## src/rtl/alu_seq_pkg.sv

```systemverilog
// alu_seq_pkg
//   Shared definitions for the sequential ALU stage that feeds the Z register:
//   opcode encodings, FSM state encoding, flag bit positions and a small
//   helper that packs the four status flags.
//   No ports; imported by alu_seq and alu_seq_mul_shift_add.
package alu_seq_pkg;

  // Default datapath width (bus, operands, result)
  localparam int DATA_W = 16;

  // Flag bit positions inside the 4-bit {N,Z,C,V} flags word
  localparam int FLAG_N = 3;
  localparam int FLAG_Z = 2;
  localparam int FLAG_C = 1;
  localparam int FLAG_V = 0;

  // Opcodes 12..15 have no enum member; they fall through to PASSB behaviour
  typedef enum logic [3:0] {
    OP_ADD   = 4'd0,
    OP_SUB   = 4'd1,
    OP_AND   = 4'd2,
    OP_OR    = 4'd3,
    OP_XOR   = 4'd4,
    OP_NOT   = 4'd5,
    OP_SHL1  = 4'd6,
    OP_SHR1  = 4'd7,
    OP_SHLN  = 4'd8,
    OP_SHRN  = 4'd9,
    OP_MUL   = 4'd10,
    OP_PASSB = 4'd11
  } opcode_e;

  typedef enum logic [1:0] {
    ST_IDLE,
    ST_ITER,
    ST_FINISH
  } state_e;

  // Packs individual flag bits into the {N,Z,C,V} word
  function automatic logic [3:0] makeFlags(input logic neg, input logic zero,
                                           input logic carry, input logic ovf);
    logic [3:0] f;
    f         = '0;
    f[FLAG_N] = neg;
    f[FLAG_Z] = zero;
    f[FLAG_C] = carry;
    f[FLAG_V] = ovf;
    return f;
  endfunction

  // True for the multi-bit shifts whose amount comes from the bus
  function automatic logic isMultiShift(input logic [3:0] op);
    return (op == OP_SHLN) || (op == OP_SHRN);
  endfunction

endpackage

```

## src/rtl/alu_seq_mul_shift_add.sv

```systemverilog
// alu_seq_mul_shift_add
//   Iterative unsigned shift-add multiplier. A start pulse loads the operands;
//   each following clock performs one shift-add step. After CYCLES steps the
//   full 2*WIDTH-bit product is held on o_product until the next start.
// Ports:
//   i_clk, i_reset   clock, synchronous active-high reset
//   i_start          load operands and begin a multiplication
//   i_a, i_b         unsigned operands
//   o_done           high during the cycle whose clock edge performs the last step
//   o_product        accumulated product (complete after the o_done edge)
module alu_seq_mul_shift_add
  import alu_seq_pkg::*;
#(
  parameter int WIDTH  = DATA_W,
  parameter int CYCLES = DATA_W
) (
  input  logic               i_clk,
  input  logic               i_reset,
  input  logic               i_start,
  input  logic [WIDTH-1:0]   i_a,
  input  logic [WIDTH-1:0]   i_b,
  output logic               o_done,
  output logic [2*WIDTH-1:0] o_product
);

  localparam int CNT_W = $clog2(CYCLES);

  logic               r_running;
  logic [CNT_W-1:0]   r_cnt;
  logic [2*WIDTH-1:0] r_mcand;
  logic [WIDTH-1:0]   r_mplier;
  logic [2*WIDTH-1:0] r_acc;
  logic               w_last;

  // o_done is combinational so the controlling FSM can leave its iterate
  // state on the same edge that performs the final step
  assign w_last    = r_running && (r_cnt == CNT_W'(CYCLES - 1));
  assign o_done    = w_last;
  assign o_product = r_acc;

  // Shift-add datapath: the multiplicand walks left while the multiplier
  // walks right, and its low bit decides whether this step adds
  always_ff @(posedge i_clk) begin
    if (i_reset) begin
      r_running <= 1'b0;
      r_cnt     <= '0;
      r_mcand   <= '0;
      r_mplier  <= '0;
      r_acc     <= '0;
    end else if (i_start) begin
      r_running <= 1'b1;
      r_cnt     <= '0;
      r_mcand   <= {{WIDTH{1'b0}}, i_a};
      r_mplier  <= i_b;
      r_acc     <= '0;
    end else if (r_running) begin
      if (r_mplier[0]) begin
        r_acc <= r_acc + r_mcand;
      end
      r_mcand  <= r_mcand << 1;
      r_mplier <= r_mplier >> 1;
      r_cnt    <= r_cnt + CNT_W'(1);
      if (w_last) begin
        r_running <= 1'b0;
      end
    end
  end

endmodule

```

## src/rtl/alu_seq.sv

```systemverilog
// alu_seq
//   16-bit ALU stage upstream of the Z register. Operand A comes from the Y
//   register, operand B from the internal bus. Logic/add ops finish in one
//   edge; MUL and multi-bit shifts iterate one step per clock, reporting
//   progress with busy and completion with a one-cycle done pulse.
// Ports:
//   i_clk, i_reset   clock, synchronous active-high reset
//   i_a_in, i_b_in   operands A and B
//   i_op             opcode, sampled with i_start
//   i_start          request, accepted only in IDLE (including the done cycle)
//   o_from_ALU       registered result, latched by Z when Z_in is high
//   o_busy           high while an iterative op is running
//   o_done           one-cycle pulse when o_from_ALU/o_flags update
//   o_flags          {N,Z,C,V} registered with the result
module alu_seq
  import alu_seq_pkg::*;
#(
  parameter int WIDTH      = DATA_W,
  parameter int MUL_CYCLES = DATA_W
) (
  input  logic             i_clk,
  input  logic             i_reset,
  input  logic [WIDTH-1:0] i_a_in,
  input  logic [WIDTH-1:0] i_b_in,
  input  logic [3:0]       i_op,
  input  logic             i_start,
  output logic [WIDTH-1:0] o_from_ALU,
  output logic             o_busy,
  output logic             o_done,
  output logic [3:0]       o_flags
);

  localparam int SHAMT_W = $clog2(WIDTH);
  localparam int CNT_W   = SHAMT_W + 1;

  state_e               r_state;
  state_e               w_nextState;
  logic [3:0]           r_op;
  logic [SHAMT_W-1:0]   r_amount;
  logic [CNT_W-1:0]     r_iterCnt;
  logic [WIDTH-1:0]     r_shVal;
  logic                 r_shCarry;
  logic [WIDTH-1:0]     r_result;
  logic [3:0]           r_flags;
  logic                 r_busy;
  logic                 r_done;

  logic                 w_accept;
  logic                 w_goIter;
  logic                 w_mulStart;
  logic                 w_mulDone;
  logic                 w_shiftLast;
  logic [SHAMT_W-1:0]   w_amount;
  logic [WIDTH:0]       w_sum;
  logic [WIDTH:0]       w_diff;
  logic [WIDTH-1:0]     w_scResult;
  logic                 w_scCarry;
  logic                 w_scOvf;
  logic [WIDTH-1:0]     w_finResult;
  logic                 w_finCarry;
  logic [2*WIDTH-1:0]   w_product;

  assign o_from_ALU = r_result;
  assign o_flags    = r_flags;
  assign o_busy     = r_busy;
  assign o_done     = r_done;

  // Requests are only honoured in IDLE; the done cycle is also IDLE, which is
  // what allows back-to-back operations
  assign w_amount    = i_b_in[SHAMT_W-1:0];
  assign w_accept    = (r_state == ST_IDLE) && i_start;
  assign w_goIter    = w_accept && ((i_op == OP_MUL) ||
                                    (isMultiShift(i_op) && (w_amount != '0)));
  assign w_mulStart  = w_accept && (i_op == OP_MUL);
  assign w_shiftLast = (r_iterCnt + CNT_W'(1)) == CNT_W'(r_amount);

  alu_seq_mul_shift_add #(
    .WIDTH  (WIDTH),
    .CYCLES (MUL_CYCLES)
  ) u_mul (
    .i_clk     (i_clk),
    .i_reset   (i_reset),
    .i_start   (w_mulStart),
    .i_a       (i_a_in),
    .i_b       (i_b_in),
    .o_done    (w_mulDone),
    .o_product (w_product)
  );

  // Single-cycle result and flags straight from the live operands. The carry
  // and borrow come from the extra top bit of a zero-extended add/subtract.
  // Multi-bit shifts only land here with a zero amount, where they pass A.
  always_comb begin
    w_sum      = {1'b0, i_a_in} + {1'b0, i_b_in};
    w_diff     = {1'b0, i_a_in} - {1'b0, i_b_in};
    w_scResult = i_b_in;
    w_scCarry  = 1'b0;
    w_scOvf    = 1'b0;
    case (i_op)
      OP_ADD: begin
        w_scResult = w_sum[WIDTH-1:0];
        w_scCarry  = w_sum[WIDTH];
        w_scOvf    = (i_a_in[WIDTH-1] == i_b_in[WIDTH-1]) &&
                     (w_sum[WIDTH-1] != i_a_in[WIDTH-1]);
      end
      OP_SUB: begin
        w_scResult = w_diff[WIDTH-1:0];
        w_scCarry  = w_diff[WIDTH];
        w_scOvf    = (i_a_in[WIDTH-1] != i_b_in[WIDTH-1]) &&
                     (w_diff[WIDTH-1] != i_a_in[WIDTH-1]);
      end
      OP_AND:  w_scResult = i_a_in & i_b_in;
      OP_OR:   w_scResult = i_a_in | i_b_in;
      OP_XOR:  w_scResult = i_a_in ^ i_b_in;
      OP_NOT:  w_scResult = ~i_a_in;
      OP_SHL1: begin
        w_scResult = i_a_in << 1;
        w_scCarry  = i_a_in[WIDTH-1];
      end
      OP_SHR1: begin
        w_scResult = i_a_in >> 1;
        w_scCarry  = i_a_in[0];
      end
      OP_SHLN, OP_SHRN: w_scResult = i_a_in;
      default: ;
    endcase
  end

  // State register
  always_ff @(posedge i_clk) begin
    if (i_reset) begin
      r_state <= ST_IDLE;
    end else begin
      r_state <= w_nextState;
    end
  end

  // Next-state logic plus the completion value used in FINISH. MUL leaves
  // ITER on the multiplier's last-step indication; shifts use the local count.
  always_comb begin
    w_nextState = r_state;
    w_finResult = r_shVal;
    w_finCarry  = r_shCarry;
    if (r_op == OP_MUL) begin
      w_finResult = w_product[WIDTH-1:0];
      w_finCarry  = |w_product[2*WIDTH-1:WIDTH];
    end
    case (r_state)
      ST_IDLE: begin
        if (w_goIter) begin
          w_nextState = ST_ITER;
        end
      end
      ST_ITER: begin
        if ((r_op == OP_MUL) ? w_mulDone : w_shiftLast) begin
          w_nextState = ST_FINISH;
        end
      end
      ST_FINISH: w_nextState = ST_IDLE;
      default:   w_nextState = ST_IDLE;
    endcase
  end

  // Datapath registers: operand capture on accept, one shift per ITER edge,
  // result/flag write-back either on accept (single-cycle) or in FINISH
  always_ff @(posedge i_clk) begin
    if (i_reset) begin
      r_op      <= '0;
      r_amount  <= '0;
      r_iterCnt <= '0;
      r_shVal   <= '0;
      r_shCarry <= 1'b0;
      r_result  <= '0;
      r_flags   <= '0;
      r_busy    <= 1'b0;
      r_done    <= 1'b0;
    end else begin
      r_done <= 1'b0;
      case (r_state)
        ST_IDLE: begin
          if (w_accept) begin
            r_op      <= i_op;
            r_iterCnt <= '0;
            if (w_goIter) begin
              r_busy    <= 1'b1;
              r_shVal   <= i_a_in;
              r_shCarry <= 1'b0;
              r_amount  <= w_amount;
            end else begin
              r_result <= w_scResult;
              r_flags  <= makeFlags(w_scResult[WIDTH-1], w_scResult == '0,
                                    w_scCarry, w_scOvf);
              r_done   <= 1'b1;
            end
          end
        end
        ST_ITER: begin
          r_iterCnt <= r_iterCnt + CNT_W'(1);
          if (r_op == OP_SHLN) begin
            r_shCarry <= r_shVal[WIDTH-1];
            r_shVal   <= r_shVal << 1;
          end else if (r_op == OP_SHRN) begin
            r_shCarry <= r_shVal[0];
            r_shVal   <= r_shVal >> 1;
          end
        end
        ST_FINISH: begin
          r_result <= w_finResult;
          r_flags  <= makeFlags(w_finResult[WIDTH-1], w_finResult == '0,
                                w_finCarry, 1'b0);
          r_done   <= 1'b1;
          r_busy   <= 1'b0;
        end
        default: ;
      endcase
    end
  end

endmodule

```

## config.mk

```make
export PLATFORM = sky130hd
export DESIGN_NAME = alu_seq
export DESIGN_NICKNAME = d
export VERILOG_FILES = /design/src/rtl/alu_seq_pkg.sv /design/src/rtl/alu_seq_mul_shift_add.sv /design/src/rtl/alu_seq.sv
export SDC_FILE = /design/constraint.sdc
export NUM_CORES = 1
export LEC_CHECK = 0
export BUFFER_PORTS_ARGS = -buffer_cell sky130_fd_sc_hd__buf_4
export CORE_UTILIZATION = 40
export DETAILED_ROUTE_END_ITERATION = 8
export HOLD_SLACK_MARGIN = 0.1
export SLEW_MARGIN = 20
export SYNTH_ARGS = -nofsm -noshare
export SYNTH_HDL_FRONTEND = slang
export SYNTH_HIERARCHICAL = 1
export SYNTH_SLANG_ARGS = --single-unit
```

## constraint.sdc

```tcl
create_clock -name i_clk -period 3.6 [get_ports i_clk]
set_input_delay 0.72 -clock i_clk [delete_from_list [all_inputs] [get_ports i_clk]]
set_output_delay 0.72 -clock i_clk [all_outputs]
set_load 0.02 [all_outputs]
```

* Word level (Yosys, flattened, before mapping) *
Index checks and enable logic that the tools add are counted.

storage, ports and cells
  flip-flop bits (word level) = 139
  word-level logic and storage cells = 119
  output and inout bits = 22
  bits of input ports = 39

cells by class
  reductions and logical operators = 28
  eq/ne operators = 26
  $add $sub $neg = 5
  multiplexer cells = 40
  bitwise operators = 4

operators with widths
  cell                                                             number
  16-bit two-way mux                                               11
  16-bit one-hot mux with 9 select lines                           1
  16-bit one-hot mux with 2 select lines                           2
  32-bit adder                                                     1
  16-bit logical NOT                                               2
  4-bit == test, second input constant                             7
  16-bit by 16-bit adder with 17-bit output                        1
  16-bit by 16-bit subtractor with 17-bit output                   1
  16-bit AND                                                       1
  4-bit by 3-bit == test with 1-bit output, second input constant  4
  16-bit NOT                                                       1
  16-bit bitwise OR                                                1
  16-bit OR reduction                                              1
  16-bit XOR                                                       1
  1-bit two-way mux                                                13
  5-bit one-hot mux with 2 select lines                            1
  3-bit AND reduction                                              3
  4-bit by 2-bit == test with 1-bit output, second input constant  2
  4-bit two-way mux                                                2
  2-bit inequality test, second input constant                     4
  1-bit one-hot mux with 2 select lines                            4
  4-bit one-hot mux with 2 select lines                            1
  2-bit AND reduction                                              4
  1-bit logical AND                                                7
  20 further kinds                                                 27

* Depth between registers and ports, before layout *
Gate-level depths: netlist of the first run.

  depth after elaboration = 8
  gate-level depth with buffers = 13
  depth with buffers taken out = 13

* By module *
Netlist of the first run, hierarchy kept.

modules (own cells, without submodules)
  module                 cells an instance  times used  seq. area each (µm²)  area each (µm²)
  alu_seq                870                1           1,061.0               6,263.5
  alu_seq_mul_shift_add  602                1           1,701.6               4,853.4

* Worst setup path before layout of the first run *
OpenSTA, ideal clock, no wires.

  kind = input -> register
  start point = input i_a_in[0]
  end point = register r_flags[2], in the netlist o_flags[2]
  path slack = 0.322 ns
  path buffers = 0
  library setup time = 0.059 ns
  arrival = 3.219 ns
  data required time = 3.541 ns
  cell stages on the path = 13
  path through = inv_1 > ha_1 > inv_1 > fa_1 > nand2b_4 > a2111o_1 > nand2_1 > a311o_1 > o32a_1 > nor4_2 > nand4_1 > nor4b_2 > a41o_1

between the ends
  longest elaborated chain between the ends = 6
  elaborated cells between the ends (all ways) = 11
  classes of those cells = add/sub (2); mux (4); bitwise (4); reduce/logical (1)

RTL lines
  what                                                                          RTL line        text
  from (decl)                                                                   alu_seq.sv:23   input logic [WIDTH-1:0] i_a_in,
  16-bit by 16-bit subtractor with 17-bit output, or another cell as far along  alu_seq.sv:95   w_diff = {1'b0, i_a_in} - {1'b0, i_b_in};
  16-bit one-hot mux with 9 select lines (*)                                    alu_seq.sv:99   case (i_op)
  16-bit logical NOT (*)                                                        alu_seq.sv:191  r_flags <= makeFlags(w_scResult[WIDTH-1], w_scResult == '0,
  4-bit two-way mux (*)                                                         alu_seq.sv:184  if (w_goIter) begin
  4-bit two-way mux (*)                                                         alu_seq.sv:181  if (w_accept) begin
  4-bit one-hot mux with 2 select lines (*)                                     alu_seq.sv:179  case (r_state)
  to (signal assigned)                                                          alu_seq.sv:191
  to (signal assigned)                                                          alu_seq.sv:209  r_flags <= makeFlags(w_finResult[WIDTH-1], w_finResult == '0,
  to (decl)                                                                     alu_seq.sv:44   logic [3:0] r_flags;

Every way passes the cells marked *; elsewhere a longest branch is shown, timed or not. The select of a mux whose other input is x is not followed.
A chain may end at the register's enable or synchronous reset.

* Worst setup path in the final report of the first run *
Ends and elaborated chain as after synthesis.

==> results of run 1 <==
state kept, by name (all words and copies together) (netlist names):
signal and count:
u_mul/o_product 32, u_mul/r_mcand 32, o_from_ALU 16, r_shVal 16
u_mul/r_mplier 16, r_iterCnt 5, r_amount 4, r_op 4
u_mul/r_cnt 4, o_flags 3, r_state 2, o_busy 1
o_done 1, r_shCarry 1, u_mul/r_running 1
logic make-up (layout without fill, tap and decap cells):
kind of cell | after synthesis | in the layout
DFF | 138 | 138
AOI/OAI and AO/OA | 435 | 435
adders and majority gates | 84 | 84
xor gates and xnor gates | 38 | 38
muxes | 97 | 97
and+or+nand+nor | 516 | 516
buffers and inverters | 164 | 272
per-layer routing:
layer / share of wire, % / up-vias
met5: 0 / -
met4: 3.2 / 0
met3: 7.4 / 78
met2: 44 / 403
met1: 45 / 5341
li1: - / 5507
critical path, stage by stage:
cell and delay [ns]:
buf_4 0.12, inv_1 0.08, ha_1 0.17, inv_1 0.05, fa_1 0.44, buf_4 0.17
xnor2_1 0.11, a31oi_1 0.16, a31oi_1 0.07, o32ai_1 0.45, nand4_1 0.24, nor4_2 0.24
nand4_1 0.18, nor4b_2 0.38, a41o_1 0.21
metrics by stage:
stage	hold WS [ns]	instance area (um^2)
3_5_place_dp	0.4520	12500
2_1_floorplan	0.4397	11120
3_3_place_gp	0.4451	12500
6_report	0.4589	13080
4_1_cts	0.4610	13080
5_1_grt	0.4903	13080
final cells by class:
class / count / share of cell area [%]
clock buffers: 19 / 3.310
clock inverters: 13 / 1.119
multi-input cells: 1170 / 58.74
inverters: 61 / 1.751
repair buffers: 179 / 10.37
flip-flops and latches: 138 / 21.15
well taps: 372 / 3.559
power by group through the flow:
| stage | Clock [W] | Combinational (W) | Sequential, W |
|---|---|---|---|
| after floorplan | 0 | 0.000559 | 0.00164 |
| after global placement | 0 | 0.000986 | 0.00163 |
| after detailed placement | 0 | 0.000987 | 0.00163 |
| after CTS | 0.00176 | 0.000992 | 0.00160 |
| after global routing | 0.00184 | 0.00109 | 0.00160 |
| final | 0.00174 | 0.00101 | 0.00160 |
final timing paths:
check                             startpoint                                to  slack (ns)  cells after the start
min reg2reg       o_from_ALU[5]$_SDFFE_PP0P_        o_from_ALU[5]$_SDFFE_PP0P_        0.46                      2
max reg2reg  u_mul/o_product[0]$_SDFFE_PP0P_  u_mul/o_product[30]$_SDFFE_PP0P_        0.54                     12
max                                i_a_in[0]           o_flags[2]$_SDFFE_PP0P_        0.15                     15
min               o_from_ALU[5]$_SDFFE_PP0P_        o_from_ALU[5]$_SDFFE_PP0P_        0.46                      2
Yosys cell counts, types with 6 or more instances:
library cell,count,area (um^2)
clkbuf_1,69,259.0
o221ai_1,6,52.55
nand3_1,26,130.1
a21o_1,22,165.2
nand2_1,147,551.8
a31oi_1,14,87.58
o21ai_1,18,90.09
ha_1,81,1013
xnor2_1,23,201.4
a21oi_1,161,805.8
dfxtp_1,138,2763
xor2_1,15,131.4
nand2b_1,17,106.4
o21bai_1,7,52.55
and3_1,8,50.05
buf_2,18,90.09
o21ai_0,40,200.2
o211ai_1,31,232.7
nor4_1,13,81.33
nor3b_1,8,60.06
nor3_1,27,135.1
buf_1,6,22.52
o21a_1,8,60.06
nor2b_1,11,68.82
a211oi_1,27,202.7
mux2i_1,92,920.9
nand4_1,19,118.9
nor2_1,207,777.0
inv_1,58,217.7
placed cells by master (no fill, tap or decap), types with 22 or more instances in the layout:
cell type	count
nand3_1	26
nor3_1	27
ha_1	81
o21ai_0	40
o211ai_1	31
mux2i_1	92
xnor2_1	23
a21oi_1	161
dfxtp_1	137
buf_4	178
a21o_1	22
inv_1	58
nor2_1	206
a211oi_1	27
nand2_1	147
==> summary.md, run 1 <==
| Metric | Value |
|---|---|
| Status | finished, final reports clean |
| Syn Inst Count | 1472 |
| Max_slew headroom | 37.71% |
| Post-synthesis compound-gate area fraction | 26.18% |
| Largest net degree at the start of global routing | 71 |
| Power Dens Cells | 332.2 nW/um^2 |
| Largest family of logic cells by synthesized area | compound AO/OA/AOI/OAI gates |
| Top FF cell, synth | dfxtp_1 |
| Die H | 168.7 um |
| Total Neg Setup Slack | 0 ns |
| CP Capture Type | flop |
| Filler-free cell count of the finished design | 1952 |
| Initial antenna violation count | 0 |
| First-pass GRT wire length | 61240 um |
| Post-Synth Adder-Cell Area | 9.657% |
| TritonCTS Buffers | 17 |
| EDFF count, synth | 0 |
| CP arrival | 3.81 ns |
| Slew @ Worst Pin | 0.9343 ns |
| DRC | 0 |
| Met1 Usage GRT | 36.90% |
| Internal Power | 0.002996 W |
| ANT cells | 0 |
| Yosys cell types | 96 |
| Io pins | 61 |
| Crit path time final | 3.453 ns |
| Unrepaired setup endpoints after global routing | false |
| Root Driver | clkbuf_16 |
| # clock sinks | 138 |
| Ys Warns | 6 |
| Final Power | 0.004345 W |
| Worst Skew | 0.01263 ns |
| Pre-CTS WS | -0.2653 ns |
| Reg power frac | 36.8% |
| Vias per Instance | 5.804 |
| Row cnt | 60 |
| CTS tree | built |
| Routability cong. | 0.9501 |
| GRT Residual Overflow | 0 |
| Hold crit path type | reg2reg |
| Sw Share | 31.04% |
| Simple-gate area share of the yosys netlist | 21.18% |
| Multi-input logic area | 7681 um^2 |
| Sequential Area | 2766 um^2 |
| Asr flop ratio synth | 0% |
| Die X | 168.7 um |
| Die Area | 28460 um^2 |
| Post-synthesis area per instance | 7.552 um^2 |
| Met3 track utilization from global routing | 5.541% |
| Final Cycle Share | 95.91% |
| Final Util | 48.25% |
| Synthesized net count | 1595 |
| Inst Count DP | 1920 |
| Total Wirelength | 38890 um |
| XOR/XNOR Fraction of Synth Area | 2.994% |
| Gr usage total | 27.59% |
| Clock Path Buffers | 2 |
| Post-DP HPWL | 29670 um |
| Final worst slack | 0.1471 ns |
| Iteration-0 DRC Markers | 925 |
| Avg WL per Cell | 19.92 um |
| Fillers | 2688 |
| Combinational Power Share | 23.2% |
| Postcts setup bufs | 0 |
| CP Data Required Time | 3.96 ns |
| Static leakage | 5.335 nW |
| Seq/Total Area, Yosys | 24.85% |
| CTS H-tree depth | 4 |
| IO buf count | 60 |
| Worst skew pair latency | 0.42 ns |
| CP max FO | 4 |
| Clock power share | 40.0% |
| Pre-Repair DR Iteration Count | 6 |
| Maximum VDD drop | 0.2188 mV |
| Crit path kind | in2reg |
| Number of max-cap violations | 0 |
| Area grow syn2layout | 17.64% |
| Final-report hold violation count | 0 |
| Initial Util | 41.02% |
| Number of hold buffers added after cts | 0 |
| Met2 Track Usage GR | 43.46% |
| Clk slew on worst S/H paths | 0.06 ns |
| Remaining antenna violation count | 0 |
| Share of layout cells above drive strength 1 | 15.70% |
| GR peak layer | met2 |
| Multiplexer share of the synthesized area | 8.891% |
| CTS resizes | 0 |
| Via count of the routed design | 11330 |
| Final Max Tran Viols | 0 |
| Switching power | 0.001349 W |
| CORE AREA | 27100 um^2 |
| Vias in the first global route | 10700 |
| Startpoint Class | input pin |
| Final-report setup violation count | 0 |
| Fmax | 0.2896 GHz |
| #FFs+latches synth | 138 |
| Fin nets | 1690 |
| Post-Syn Area | 11120 um^2 |
(Power assumes the default switching activity.)
==> run 2: changes to the inputs <==
- PLACE_DENSITY: default -> 0.65
==> run 2 against run 1 <==
Net effect: flip-flop and latch count did not move; largest power group unchanged; core utilization fell by 0.70 points; sequential power barely moved; setup slack improved by 0.16 ns; first-iteration DRC count rose by 21%; critical path type unchanged; routed wire length fell by 3.1%; clock skew rose by 0.0018 ns; global-route usage fell by 0.79 points; register-to-register slack improved by 0.04 ns; critical path depth did not move; total power fell by 0.56%; sequential share of layout area rose by 0.31 points.
==> summary.md, run 2 (synthesis results as in run 1) <==
| Metric | Value |
|---|---|
| # clock sinks | 138 (unchanged) |
| CORE AREA | 27100 um^2 (unchanged) |
| Fmax | 0.3034 GHz (was 0.2896 GHz) |
| Root Driver | clkbuf_16 (unchanged) |
| Crit path time final | 3.296 ns (was 3.453 ns) |
| Cell area after layout | 12890 um^2 (was 13080 um^2) |
| Iteration-0 DRC Markers | 1118 (was 925) |
| Initial antenna violation count | 0 (unchanged) |
| Via count of the routed design | 11320 (was 11330) |
| Clk slew on worst S/H paths | 0.06 ns (about the same) |
| Vias in the first global route | 10690 (was 10700) |
| Remaining antenna violation count | 0 (unchanged) |
| Postcts setup bufs | 0 (unchanged) |
| Hold crit path type | reg2reg (unchanged) |
| Total Wirelength | 37680 um (was 38890 um) |
| CTS tree | built (unchanged) |
| Fin nets | 1665 (was 1690) |
| Multi-input logic area | 7681 um^2 (unchanged) |
| Commonest non-fill, non-tap cells in the layout | nor2_1 (206), a21oi_1 (161), buf_4 (153), nand2_1 (147), dfxtp_1 (137) (was nor2_1 (206), buf_4 (178), a21oi_1 (161), nand2_1 (147), dfxtp_1 (137)) |
| Die X | 168.7 um (unchanged) |
| ANT cells | 0 (unchanged) |
| Initial Util | 41.02% (unchanged) |
| Fillers | 2718 (was 2688) |
| Inst Count DP | 1895 (was 1920) |
| Static leakage | 5.226 nW (was 5.335 nW) |
| Number of hold buffers added after cts | 0 (unchanged) |
| CP arrival | 3.66 ns (was 3.81 ns) |
| Internal Power | 0.002999 W (was 0.002996 W) |
| Area after DPL | 12310 um^2 (was 12500 um^2) |
| Clock power share | 40.4% (was 40.0%) |
| Total Neg Setup Slack | 0 ns (unchanged) |
| Reg power frac | 37.1% (was 36.8%) |
| Clock Path Buffers | 2 (unchanged) |
| Status | finished, final reports clean (unchanged) |
| Io pins | 61 (unchanged) |
| First-pass GRT wire length | 59870 um (was 61240 um) |
| Max_slew headroom | 20.07% (was 37.71%) |
| Avg WL per Cell | 19.57 um (was 19.92 um) |
| Filler-free cell count of the finished design | 1925 (was 1952) |
| Largest net degree at the start of global routing | 84 (was 71) |
| IO buf count | 60 (unchanged) |
| Row cnt | 60 (unchanged) |
| Switching power | 0.001322 W (was 0.001349 W) |
| Most common cell after layout, fill and taps aside | nor2_1 (unchanged) |
| Die H | 168.7 um (unchanged) |
| Worst skew pair latency | 0.43 ns (was 0.42 ns) |
| Post-DP HPWL | 28420 um (was 29670 um) |
| Combinational Power Share | 22.6% (was 23.2%) |
| Final-report setup violation count | 0 (unchanged) |
| GRT Residual Overflow | 0 (unchanged) |
| Final Cycle Share | 91.55% (was 95.91%) |
| Gr usage total | 26.81% (was 27.59%) |
| Power Dens Cells | 335.3 nW/um^2 (was 332.2 nW/um^2) |
| Pre-Repair DR Iteration Count | 5 (was 6) |
| Share of layout cells above drive strength 1 | 14.29% (was 15.70%) |
| CP Data Required Time | 3.96 ns (about the same) |
| DRC | 0 (unchanged) |
| Die Area | 28460 um^2 (unchanged) |
| Maximum VDD drop | 0.4004 mV (was 0.2188 mV) |
| Final-report hold violation count | 0 (unchanged) |
| Worst Skew | 0.01441 ns (was 0.01263 ns) |
| Final worst slack | 0.3041 ns (was 0.1471 ns) |
| CP max FO | 4 (unchanged) |
| Final Max Tran Viols | 0 (unchanged) |
| Unrepaired setup endpoints after global routing | false (unchanged) |
| Sequential Area | 2766 um^2 (unchanged) |
| CP Capture Type | flop (unchanged) |
| Pre-CTS WS | -0.08955 ns (was -0.2653 ns) |
| Sw Share | 30.60% (was 31.04%) |
| CTS resizes | 0 (unchanged) |
| Area grow syn2layout | 15.93% (was 17.64%) |
| Vias per Instance | 5.881 (was 5.804) |
| Number of max-cap violations | 0 (unchanged) |
| Slew @ Worst Pin | 1.196 ns (was 0.9343 ns) |
| Worst hold margin | 0.4561 ns (was 0.4589 ns) |
| Startpoint Class | input pin (unchanged) |
| Crit path kind | in2reg (unchanged) |
| TritonCTS Buffers | 17 (unchanged) |
| Routability cong. | 0.9609 (was 0.9501) |
| CTS H-tree depth | 4 (unchanged) |
==> run 2: path summary, 6_finish.rpt <==
kind	from	endpoint	slack [ns]	cells past startpoint
worst min-delay path	o_busy$_SDFFE_PP0P_	o_busy$_SDFFE_PP0P_	0.46	2
worst max register to register	u_mul/o_product[0]$_SDFFE_PP0P_	u_mul/o_product[30]$_SDFFE_PP0P_	0.58	12
worst min register to register	o_busy$_SDFFE_PP0P_	o_busy$_SDFFE_PP0P_	0.46	2
worst max-delay path	i_a_in[0]	o_flags[2]$_SDFFE_PP0P_	0.30	15
==> run 2: routing by layer <==
layer	share of wire, %	GRT usage, %
met2	44	41.68
met4	2.4	8.221
met3	7.1	5.191
met5	0	0
met1	46	37.20
==> run 2: area by class of cell <==
class	instances	share of cell area (%)
tap	372	3.612
clock buffer	20	3.544
multi-input combinational	1170	59.60
sequential	138	21.47
inverter	61	1.777
clock inverter	10	0.9320
timing repair buffer	154	9.068
==> run 2: metrics by stage <==
| step | total power, W | util, % |
|---|---|---|
| floorplan | 0.002201 | - |
| global placement | 0.002579 | 45.42 |
| detailed placement | 0.002583 | 45.42 |
| CTS | 0.004328 | 47.55 |
| global route | 0.004488 | 47.55 |
| finish | 0.004321 | 47.55 |
==> run 2: power groups by stage <==
stage,clock (W),sequential (W),combinational (W)
CTS,0.00177,0.00160,0.000955
global placement,0,0.00163,0.000946
detailed placement,0,0.00163,0.000949
floorplan,0,0.00164,0.000559
finish,0.00175,0.00160,0.000974
global route,0.00184,0.00160,0.00105
==> run 2: worst max-delay path, cell delays in order <==
cell and delay [ns]:
buf_4 0.13, inv_1 0.07, ha_1 0.18, inv_1 0.06, fa_1 0.43, buf_4 0.17, xnor2_1 0.11, a31oi_1 0.16
a31oi_1 0.06, o32ai_1 0.49, nand4_1 0.23, nor4_2 0.24, nand4_1 0.15, nor4b_2 0.27, a41o_1 0.19
==> run 3: changes to the inputs <==
- SYNTH_HIERARCHICAL: 1 -> default
==> run 3 against run 2 <==
Net effect: flip-flop and latch count unchanged; design area increased by 1.9%; final cell count decreased by 1.3%; combinational power increased by 9%; register-to-register slack got worse by 0.27 ns; clock power increased by 6%; hold slack improved by 0.011 ns; area after synthesis decreased by 5.0%; clock-buffer cell count decreased by 2; sequential share of layout area decreased by 0.42 points; total power increased by 4.9%; via count decreased by 3.3%; the run now ends with negative setup slack left.
==> summary.md, run 3 <==
| Metric | Value |
|---|---|
| Met1 Usage GRT | 38.30% (was 37.20%) |
| Crit path kind | in2reg (unchanged) |
| DRC | 0 (unchanged) |
| Fmax | 0.2618 GHz (was 0.3034 GHz) |
| Final Cycle Share | 106.1% (was 91.55%) |
| Io pins | 61 (unchanged) |
| Most numerous cell in the Yosys netlist | nor2_1 (unchanged) |
| Crit path time final | 3.820 ns (was 3.296 ns) |
| Vias in the first global route | 10060 (was 10690) |
| Iteration-0 DRC Markers | 989 (was 1118) |
| Power Dens Cells | 345.0 nW/um^2 (was 335.3 nW/um^2) |
| # clock sinks | 138 (unchanged) |
| First-pass GRT wire length | 55700 um (was 59870 um) |
| Clk slew on worst S/H paths | 0.08 ns (was 0.06 ns) |
| Row cnt | 59 (was 60) |
| Synthesized net count | 1511 (was 1595) |
| Initial Util | 40.62% (was 41.02%) |
| Top FF cell, synth | dfxtp_1 (unchanged) |
| ANT cells | 0 (unchanged) |
| Final Max Tran Viols | 0 (unchanged) |
| Syn Inst Count | 1388 (was 1472) |
| CTS H-tree depth | 4 (unchanged) |
| Fillers | 2514 (was 2718) |
| Post-DP HPWL | 27030 um (was 28420 um) |
| Total Wirelength | 35380 um (was 37680 um) |
| Share of layout cells above drive strength 1 | 19.30% (was 14.29%) |
| R2r startpoint | u_mul.o_product[0]$_SDFFE_PP0P_ (was u_mul/o_product[0]$_SDFFE_PP0P_) |
| Final-report hold violation count | 0 (unchanged) |
| Commonest non-fill, non-tap cells in the layout | buf_4 (229), nor2_1 (177), nand2_1 (142), dfxtp_1 (137), a21oi_1 (121) (was nor2_1 (206), a21oi_1 (161), buf_4 (153), nand2_1 (147), dfxtp_1 (137)) |
| Failing checks | negative setup slack |
| Ys Warns | 0 (was 6) |
| Asr flop ratio synth | 0% (unchanged) |
| Worst hold margin | 0.4676 ns (was 0.4561 ns) |
| Sequential Area | 2764 um^2 (was 2766 um^2) |
| Initial antenna violation count | 0 (unchanged) |
| Pre-Repair DR Iteration Count | 6 (was 5) |
| Status | finished with violations (was finished, final reports clean) |
| Vias per Instance | 5.761 (was 5.881) |
| Worst Hold Launch | o_flags[1]$_SDFFE_PP0P_ (was o_busy$_SDFFE_PP0P_) |
| Die H | 164.5 um (was 168.7 um) |
| Post-Syn Area | 10560 um^2 (was 11120 um^2) |
| Clock Path Buffers | 2 (unchanged) |
| Area grow syn2layout | 24.42% (was 15.93%) |
| Unrepaired setup endpoints after global routing | true (was false) |
| Largest net degree at the start of global routing | 88 (was 84) |
| Cell area after layout | 13130 um^2 (was 12890 um^2) |
| TritonCTS Buffers | 17 (unchanged) |
| CP Capture Type | flop (unchanged) |
| Avg WL per Cell | 18.62 um (was 19.57 um) |
| CORE AREA | 25980 um^2 (was 27100 um^2) |
| #FFs+latches synth | 138 (unchanged) |
| Fin nets | 1675 (was 1665) |
| Routability cong. | 0.9514 (was 0.9609) |
| Number of hold buffers added after cts | 0 (unchanged) |
| GR peak layer | met2 (unchanged) |
| Worst skew pair latency | 0.44 ns (was 0.43 ns) |
| Post-synth top area cell | dfxtp_1 (unchanged) |
| Synth area leaders | dfxtp_1 (26%), ha_1 (9.6%), mux2i_1 (8.7%) (was dfxtp_1 (25%), ha_1 (9.1%), mux2i_1 (8.3%)) |
| Share of the synthesized area in the top cell type | 26.17% (was 24.85%) |
| Remaining antenna violation count | 0 (unchanged) |
| Met3 track utilization from global routing | 3.993% (was 5.191%) |
| Critical path origin | i_a_in[0] (unchanged) |
| Most common cell after layout, fill and taps aside | buf_4 (was nor2_1) |
| Gr usage total | 26.45% (was 26.81%) |
| Maximum VDD drop | 0.2495 mV (was 0.4004 mV) |
| Static leakage | 5.434 nW (was 5.226 nW) |
| Number of max-cap violations | 0 (unchanged) |
| Met2 Track Usage GR | 39.59% (was 41.68%) |
| Via count of the routed design | 10950 (was 11320) |
| GRT Residual Overflow | 0 (unchanged) |
| Seq/Total Area, Yosys | 26.17% (was 24.85%) |
| Flop2flop setup slack | 0.31 ns (was 0.58 ns) |
| Slew @ Worst Pin | 0.9448 ns (was 1.196 ns) |
| CTS tree | built (unchanged) |
| EDFF count, synth | 0 (unchanged) |
| CP max FO | 4 (unchanged) |
| IO buf count | 60 (unchanged) |
| Post-synth top cells | nor2_1 (177), nand2_1 (142), dfxtp_1 (138), a21oi_1 (121), mux2i_1 (92) (was nor2_1 (207), a21oi_1 (161), nand2_1 (147), dfxtp_1 (138), mux2i_1 (92)) |
| Die X | 164.5 um (was 168.7 um) |
| Final Util | 50.54% (was 47.55%) |
| CP arrival | 4.17 ns (was 3.66 ns) |
| Hold crit path type | reg2reg (unchanged) |
| Final worst slack | -0.2199 ns (was 0.3041 ns) |
| Die Area | 27040 um^2 (was 28460 um^2) |
| Startpoint Class | input pin (unchanged) |
| Worst Skew | 0.01626 ns (was 0.01441 ns) |
| Yosys cell types | 77 (was 96) |
| Max_slew headroom | 37.01% (was 20.07%) |
| Root Driver | clkbuf_16 (unchanged) |
| CP Data Required Time | 3.95 ns (was 3.96 ns) |
| Area after DPL | 12420 um^2 (was 12310 um^2) |
| Final-report setup violation count | 1 (was 0) |
| Post-synthesis area per instance | 7.605 um^2 (was 7.552 um^2) |
| Multi-input logic area | 7366 um^2 (was 7681 um^2) |
## run 3: metal layers
metal  wire [um]  up-vias
li1            -     5348
met1       16810     5152
met2       15160      381
met3        2409       65
met4        1004        0
met5           0        -
## run 3: cell type report
class | instances | area share [%]
tap | 335 | 3.191
inverter | 58 | 1.658
clock inverter | 14 | 1.362
timing repair buffer | 231 | 13.39
clock buffer | 18 | 3.268
multi-input combinational | 1106 | 56.08
sequential | 138 | 21.04
## run 3: kinds of logic (layout without fill, tap and decap cells)
kind of cell	after synthesis	count (layout)	share of synthesized area, %
xor gates and xnor gates	39	39	3.236
adders and majority gates	84	84	10.17
AOI/OAI and AO/OA	421	421	25.90
DFF	138	138	26.17
and+or+nand+nor	466	466	19.89
muxes	96	96	9.257
buffers and inverters	144	321	5.381
## run 3: final timing paths
| kind | end | cells after the start |
|---|---|---|
| worst min-delay path | o_flags[1]$_SDFFE_PP0P_ | 2 |
| worst max register to register | u_mul.o_product[30]$_SDFFE_PP0P_ | 13 |
| worst max-delay path | o_flags[2]$_SDFFE_PP0P_ | 15 |
| worst min register to register | o_flags[1]$_SDFFE_PP0P_ | 2 |
## run 3: report_power, final
part | internal (W) | total, W | switching, W
clock network | 0.00105 | 0.00186 | 0.000808
logic | 0.000459 | 0.00106 | 0.000597
registers | 0.00157 | 0.00161 | 0.0000405
total | 0.00309 | 0.00453 | 0.00145
## run 3: critical path: stages
cell	delay, ns
buf_4	0.14
inv_2	0.08
ha_4	0.14
inv_1	0.05
fa_2	0.35
nor3b_4	0.17
nor3_2	0.21
o22ai_1	0.13
o21ai_2	0.16
a31oi_2	0.11
or4_1	0.53
or3_1	0.33
or4_1	0.41
or4_1	0.42
o41ai_2	0.20
## run 3: repair_timing
action | 4_1_cts | 5_1_grt
setup endpoints to repair | 1 | 6
resized for setup | 4 | 15
pin swaps | 0 | 6
buffers inserted | 0 | 2
## run 3: through the flow
stage | setup TNS (ns) | worst slack, ns | instances | power, W
4_1_cts | -0.2375 | -0.2375 | 1898 | 0.004513
3_5_place_dp | -2.783 | -0.7745 | 1866 | 0.002663
6_report | -0.2199 | -0.2199 | 1900 | 0.004532
2_1_floorplan | -0.3071 | -0.3071 | 1388 | 0.002192
3_3_place_gp | -2.365 | -0.6680 | 1866 | 0.002658
5_1_grt | -0.3758 | -0.3424 | 1900 | 0.004718
